[src/rtl/ui_input_pkg.sv]
// Shared types and 50 MHz timing defaults for the front-panel input conditioner.
package ui_input_pkg;

    typedef enum logic [2:0] {
        ST_RELEASED,
        ST_CONFIRM_PRESS,
        ST_PRESSED,
        ST_HELD,
        ST_CONFIRM_RELEASE
    } chan_state_e;

    localparam int DEFAULT_SYNC_STAGES   = 2;
    localparam int DEFAULT_SETTLE_CYCLES = 50_000;      // 1 ms at 50 MHz
    localparam int DEFAULT_HOLD_CYCLES   = 50_000_000;  // 1 s at 50 MHz

    // Counter width able to hold max_val; never narrower than one bit.
    function automatic int cnt_width(input int max_val);
        return (max_val < 1) ? 1 : $clog2(max_val + 1);
    endfunction

endpackage

[src/rtl/ui_input_channel.sv]
// One input channel: synchroniser, debounce FSM, press/release/held event pulses.
module ui_input_channel
    import ui_input_pkg::*;
#(
    parameter int SYNC_STAGES   = DEFAULT_SYNC_STAGES,
    parameter int SETTLE_CYCLES = DEFAULT_SETTLE_CYCLES,
    parameter int HOLD_CYCLES   = DEFAULT_HOLD_CYCLES,
    parameter int REPEAT_CYCLES = 0,
    parameter int ACTIVE_LOW    = 1
) (
    input  logic i_clk,
    input  logic i_rst_n,
    input  logic i_raw,
    input  logic i_enable,
    output logic o_level,
    output logic o_pressed,
    output logic o_released,
    output logic o_held
);

    localparam int SW = cnt_width(SETTLE_CYCLES);
    localparam int HW = cnt_width(HOLD_CYCLES);
    localparam int RW = cnt_width(REPEAT_CYCLES);

    localparam logic [SW-1:0] SETTLE_MAX = SW'(SETTLE_CYCLES);
    localparam logic [SW-1:0] SETTLE_ONE = SW'(1);
    localparam logic [HW-1:0] HOLD_MAX   = HW'(HOLD_CYCLES);
    localparam logic [RW-1:0] REP_MAX    = RW'(REPEAT_CYCLES);

    localparam logic                   INACTIVE = (ACTIVE_LOW != 0);
    localparam logic [SYNC_STAGES-1:0] SYNC_RST = {SYNC_STAGES{INACTIVE}};

    logic [SYNC_STAGES-1:0] r_sync;
    chan_state_e            r_state;
    logic [SW-1:0]          r_settle_cnt;
    logic [HW-1:0]          r_hold_cnt;
    logic [RW-1:0]          r_rep_cnt;
    logic                   r_from_held;
    logic                   r_level;
    logic                   r_pressed;
    logic                   r_released;
    logic                   r_held;

    logic                   w_act;
    logic [SW-1:0]          w_settle_inc;
    logic [HW-1:0]          w_hold_inc;
    logic [RW-1:0]          w_rep_inc;

    // The sync chain is outside the enable so a re-enabled channel sees the live pin.
    always_ff @(posedge i_clk or negedge i_rst_n) begin
        if (!i_rst_n) begin
            r_sync <= SYNC_RST;
        end else begin
            r_sync <= {r_sync[SYNC_STAGES-2:0], i_raw};
        end
    end

    assign w_act = r_sync[SYNC_STAGES-1] ^ INACTIVE;

    assign w_settle_inc = (r_settle_cnt == SETTLE_MAX) ? r_settle_cnt : r_settle_cnt + SW'(1);
    assign w_hold_inc   = (r_hold_cnt == HOLD_MAX)     ? r_hold_cnt   : r_hold_cnt + HW'(1);
    assign w_rep_inc    = (r_rep_cnt == REP_MAX)       ? r_rep_cnt    : r_rep_cnt + RW'(1);

    always_ff @(posedge i_clk or negedge i_rst_n) begin
        if (!i_rst_n) begin
            r_state      <= ST_RELEASED;
            r_settle_cnt <= '0;
            r_hold_cnt   <= '0;
            r_rep_cnt    <= '0;
            r_from_held  <= 1'b0;
            r_level      <= 1'b0;
            r_pressed    <= 1'b0;
            r_released   <= 1'b0;
            r_held       <= 1'b0;
        end else begin
            r_pressed  <= 1'b0;
            r_released <= 1'b0;
            r_held     <= 1'b0;
            if (!i_enable) begin
                r_state      <= ST_RELEASED;
                r_settle_cnt <= '0;
                r_hold_cnt   <= '0;
                r_rep_cnt    <= '0;
                r_from_held  <= 1'b0;
                r_level      <= 1'b0;
            end else begin
                unique case (r_state)
                    ST_RELEASED: begin
                        if (w_act) begin
                            r_state      <= ST_CONFIRM_PRESS;
                            r_settle_cnt <= SETTLE_ONE;
                        end
                    end
                    ST_CONFIRM_PRESS: begin
                        if (!w_act) begin
                            r_state      <= ST_RELEASED;
                            r_settle_cnt <= '0;
                        end else if (r_settle_cnt == SETTLE_MAX) begin
                            r_state      <= ST_PRESSED;
                            r_settle_cnt <= '0;
                            r_hold_cnt   <= '0;
                            r_level      <= 1'b1;
                            r_pressed    <= 1'b1;
                        end else begin
                            r_settle_cnt <= w_settle_inc;
                        end
                    end
                    ST_PRESSED: begin
                        if (!w_act) begin
                            r_state      <= ST_CONFIRM_RELEASE;
                            r_settle_cnt <= SETTLE_ONE;
                            r_from_held  <= 1'b0;
                        end else begin
                            r_hold_cnt <= w_hold_inc;
                            if (w_hold_inc == HOLD_MAX) begin
                                r_state   <= ST_HELD;
                                r_rep_cnt <= '0;
                                r_held    <= 1'b1;
                            end
                        end
                    end
                    ST_HELD: begin
                        if (!w_act) begin
                            r_state      <= ST_CONFIRM_RELEASE;
                            r_settle_cnt <= SETTLE_ONE;
                            r_from_held  <= 1'b1;
                        end else if (REPEAT_CYCLES > 0) begin
                            if (w_rep_inc == REP_MAX) begin
                                r_rep_cnt <= '0;
                                r_held    <= 1'b1;
                            end else begin
                                r_rep_cnt <= w_rep_inc;
                            end
                        end
                    end
                    ST_CONFIRM_RELEASE: begin
                        // Hold and repeat counters stay frozen here and resume on return.
                        if (w_act) begin
                            r_state      <= r_from_held ? ST_HELD : ST_PRESSED;
                            r_settle_cnt <= '0;
                        end else if (r_settle_cnt == SETTLE_MAX) begin
                            r_state      <= ST_RELEASED;
                            r_settle_cnt <= '0;
                            r_hold_cnt   <= '0;
                            r_rep_cnt    <= '0;
                            r_level      <= 1'b0;
                            r_released   <= 1'b1;
                        end else begin
                            r_settle_cnt <= w_settle_inc;
                        end
                    end
                    default: begin
                        r_state      <= ST_RELEASED;
                        r_settle_cnt <= '0;
                    end
                endcase
            end
        end
    end

    assign o_level    = r_level;
    assign o_pressed  = r_pressed;
    assign o_released = r_released;
    assign o_held     = r_held;

endmodule

[src/rtl/ui_input_conditioner.sv]
// Bank of independent debounced input channels for the front-panel buttons and keys.
module ui_input_conditioner
    import ui_input_pkg::*;
#(
    parameter int NUM_CHANNELS  = 10,
    parameter int SYNC_STAGES   = DEFAULT_SYNC_STAGES,
    parameter int SETTLE_CYCLES = DEFAULT_SETTLE_CYCLES,
    parameter int HOLD_CYCLES   = DEFAULT_HOLD_CYCLES,
    parameter int REPEAT_CYCLES = 0,
    parameter int ACTIVE_LOW    = 1
) (
    input  logic                    clock_50Mhz,
    input  logic                    reset_n,
    input  logic [NUM_CHANNELS-1:0] inputRaw,
    input  logic [NUM_CHANNELS-1:0] channelEnable,
    output logic [NUM_CHANNELS-1:0] outputLevel,
    output logic [NUM_CHANNELS-1:0] outputPressed,
    output logic [NUM_CHANNELS-1:0] outputReleased,
    output logic [NUM_CHANNELS-1:0] outputHeld,
    output logic                    anyPressed
);

    for (genvar g = 0; g < NUM_CHANNELS; g++) begin : g_chan
        ui_input_channel #(
            .SYNC_STAGES  (SYNC_STAGES),
            .SETTLE_CYCLES(SETTLE_CYCLES),
            .HOLD_CYCLES  (HOLD_CYCLES),
            .REPEAT_CYCLES(REPEAT_CYCLES),
            .ACTIVE_LOW   (ACTIVE_LOW)
        ) u_chan (
            .i_clk     (clock_50Mhz),
            .i_rst_n   (reset_n),
            .i_raw     (inputRaw[g]),
            .i_enable  (channelEnable[g]),
            .o_level   (outputLevel[g]),
            .o_pressed (outputPressed[g]),
            .o_released(outputReleased[g]),
            .o_held    (outputHeld[g])
        );
    end

    assign anyPressed = |outputLevel;

endmodule

[config.mk]
export PLATFORM = sky130hd
export DESIGN_NAME = ui_input_conditioner
export DESIGN_NICKNAME = d
export VERILOG_FILES = /design/src/rtl/ui_input_pkg.sv /design/src/rtl/ui_input_channel.sv /design/src/rtl/ui_input_conditioner.sv
export SDC_FILE = /design/constraint.sdc
export NUM_CORES = 1
export LEC_CHECK = 0
export CORE_AREA = 10 10 328 267
export CTS_BUF_LIST = sky130_fd_sc_hd__clkbuf_2 sky130_fd_sc_hd__clkbuf_4 sky130_fd_sc_hd__clkbuf_8
export DETAILED_ROUTE_END_ITERATION = 10
export DIE_AREA = 0 0 338 277
export PLACE_DENSITY = 0.54
export SLEW_MARGIN = 20
export SYNTH_ARGS = -nofsm -noshare
export SYNTH_HDL_FRONTEND = slang
export SYNTH_SLANG_ARGS = --single-unit
[constraint.sdc]
create_clock -name clock_50Mhz -period 7.7 [get_ports clock_50Mhz]
set_input_delay 0.77 -clock clock_50Mhz [delete_from_list [all_inputs] [get_ports clock_50Mhz]]
set_output_delay 0.77 -clock clock_50Mhz [all_outputs]
set_load 0.05 [all_outputs]
==> metrics.yaml <==
status: "finished clean"
rsz0062_at_grt: "no"
netlist_area_um2: 32100
timing.slew.headroom_pct: 24.5
syn_inst: 3903
synth_nets: 3965
die_h_um: 277
wl_mm: 78.6
die_w_um: 338
vias_per_cell: 5.64
cts_resized: 0
crit_arrival_ns: 3.13
drive_gt1_share_pct: 7.45
required_ns: 6.93
first_iter_violations: 2322
cts_tree: "done"
synth_cell_types: 85
dieArea_um2: 93600
power.leakage_nw: 13.9
clkLatencyLatePin_ns: 0.74
dp_hpwl_mm: 51.4
drt_pass1_iterations: 7
ir_drop_mv: 0.106
final_nets: 3849
setup-violations-final: 0
critPathKind: "reg2out"
num_vias: 28000
avgRoutedWirePerCell_um: 15.8
synth.avg_cell_area_um2: 8.22
cts_hold_buf: 1
setup-tns-final_ns: 0
end_kind: "output port"
grt_max_degree: 145
core_um2: 81300
yosysWarnings: 0
p_per_area_nw_per_um2: 171
synth_ff_type: "dfrtp_1"
crit_path_start_kind: "flip-flop"
antenna_found_initial: 1
post-route-period-util_pct: 50.6
antenna_left: 0
path_max_fanout: 4
period_minus_slack_ns: 3.90
grt_pass1_wl_mm: 135
slew_viol_final: 0
first_global_vias: 25700
area_delta_synth_final_pct: 9.77
port-buffer-count: 62
fmax_ghz: 0.257
synth-edff-count: 0
grt_usage_pct: 16.6
worstMarginPinSlew_ns: 1.12
hold_violations: 0
gr-total-overflow: 0
ys_ff_latch: 520
drc: 0
cts_buffers: 96
hold_path_class: "reg2reg"
postCtsSetupRepairBufs: 0
synthArstFlopShare_pct: 100
clk_pin_slew_ns: 0.05
synth-seq-area-share_pct: 40.6
fin_skew_ns: 0.0429
ctsLongestPathBuffers: 3
cts_max_level: 3
clock-sinks: 520
row_count: 94
maxCapViolations: 0
finalPower_mw: 6.01
root_buffer: "clkbuf_8"
globalplace.congestion: 0.819
initial_utilization_pct: 39.5
io_pins: 63
cells in the final DEF, fill, tap and decap left out, types with 37 or more instances in the layout:
cell / count
inv_1: 92
nand2_1: 319
xnor2_1: 66
and4_1: 38
xor2_1: 91
ha_1: 40
a31oi_1: 61
nor2b_1: 38
nand3_1: 205
and2_1: 48
clkbuf_8: 122
nor2_1: 401
nor4_1: 62
o21ai_0: 538
nor3_1: 83
nand4_1: 148
a21oi_1: 192
o31ai_1: 87
clkdlybuf4s50_1: 61
nand2b_1: 54
and3_1: 90
dfrtp_1: 500
clkbuf_4: 37
cells in the mapped netlist (24+ instances only):
master,n,share of area [%]
xor2_1,91,2.5
nand2_1,319,3.7
xnor2_1,66,1.8
inv_1,92,1.1
nor2b_1,38,0.74
a31oi_1,61,1.2
nand3_1,207,3.2
clkbuf_1,246,2.9
o41ai_1,29,0.79
nor4b_1,24,0.66
dfrtp_1,500,39
and4_1,38,1.0
a21oi_1,192,3.0
nor2_1,403,4.7
and3_1,90,1.8
nor4_1,63,1.2
and2_1,48,0.94
ha_1,40,1.6
buf_4,40,0.94
or3_1,24,0.47
nor3_1,84,1.3
nand4_1,148,2.9
nand2b_1,54,1.1
o21ai_0,538,8.4
o31ai_1,87,2.0
logic make-up after synthesis:
logic type	count (synthesis)	synth area share, %
DFF	520	40.6
muxes	31	1.00
buffers and inverters	397	5.18
adders and majority gates	40	1.56
AOI/OAI and AO/OA	1077	19.9
and+or+nand+nor	1681	27.5
xor gates and xnor gates	157	4.29
stage by stage:
stage	cell area (um^2)	setup slack, ns	instances	util, %	hold slack (ns)
6_report	35200	3.80	4970	43.3	0.354
5_1_grt	35200	3.75	4970	43.3	0.358
4_1_cts	35200	3.75	4969	43.3	0.354
3_5_place_dp	33000	4.26	4792	40.6	0.347
3_3_place_gp	33000	4.32	4792	40.6	0.345
2_1_floorplan	32100	4.88	3903	-	0.345
sequential cells by signal, summed over array words and instances, names as in the netlist:
| register | cells |
|---|---|
| g_chan.u_chan.r_sync | 20 |
| g_chan.u_chan.r_settle_cnt | 160 |
| g_chan.u_chan.r_from_held | 10 |
| g_chan.u_chan.r_hold_cnt | 260 |
| g_chan.u_chan.o_pressed | 10 |
| g_chan.u_chan.o_released | 10 |
| g_chan.u_chan.o_held | 10 |
| g_chan.u_chan.r_state | 30 |
| g_chan.u_chan.o_level | 10 |
power breakdown:
part	total (mW)	internal, mW	switching, mW
sequential	2.80	2.76	0.0428
combinational	0.252	0.0785	0.174
clock	2.96	1.71	1.25
final cells by class:
cell class | count | area [um^2]
antenna | 1 | 2.50
clock buffer | 159 | 1960
clock inverter | 17 | 209
fill | 7997 | 46100
inverter | 92 | 345
multi-input combinational | 2986 | 17400
sequential | 520 | 13000
tap | 1104 | 1380
timing repair buffer | 91 | 875
final timing paths:
check	to	startpoint	slack, ns	cells after the start
max in group asynchronous	g_chan[2].u_chan.r_settle_cnt[7]	reset_n	5.83	3
min	g_chan[2].u_chan.r_sync[1]	g_chan[2].u_chan.r_sync[0]	0.35	0
max reg2reg	g_chan[5].u_chan.r_state[0]	g_chan[5].u_chan.r_hold_cnt[1]	4.25	9
min reg2reg	g_chan[2].u_chan.r_sync[1]	g_chan[2].u_chan.r_sync[0]	0.35	0
min in group asynchronous	g_chan[5].u_chan.r_hold_cnt[12]	reset_n	0.62	2
max	anyPressed	g_chan[1].u_chan.o_level	3.80	3
critical path: stages, from the launching register on:
cell and delay (ns):
dfrtp_1 0.45, nor4_1 0.98, nand3_1 0.21, clkdlybuf4s50_1 0.76
layer usage:
metal	global-route usage (%)	vias up	share of wire [%]
li1	-	14000	-
met1	26.1	13300	53
met2	22.7	588	40
met3	2.85	111	4.7
met4	4.26	0	1.9
met5	0	-	0
Power figures use the tool's default switching activity.
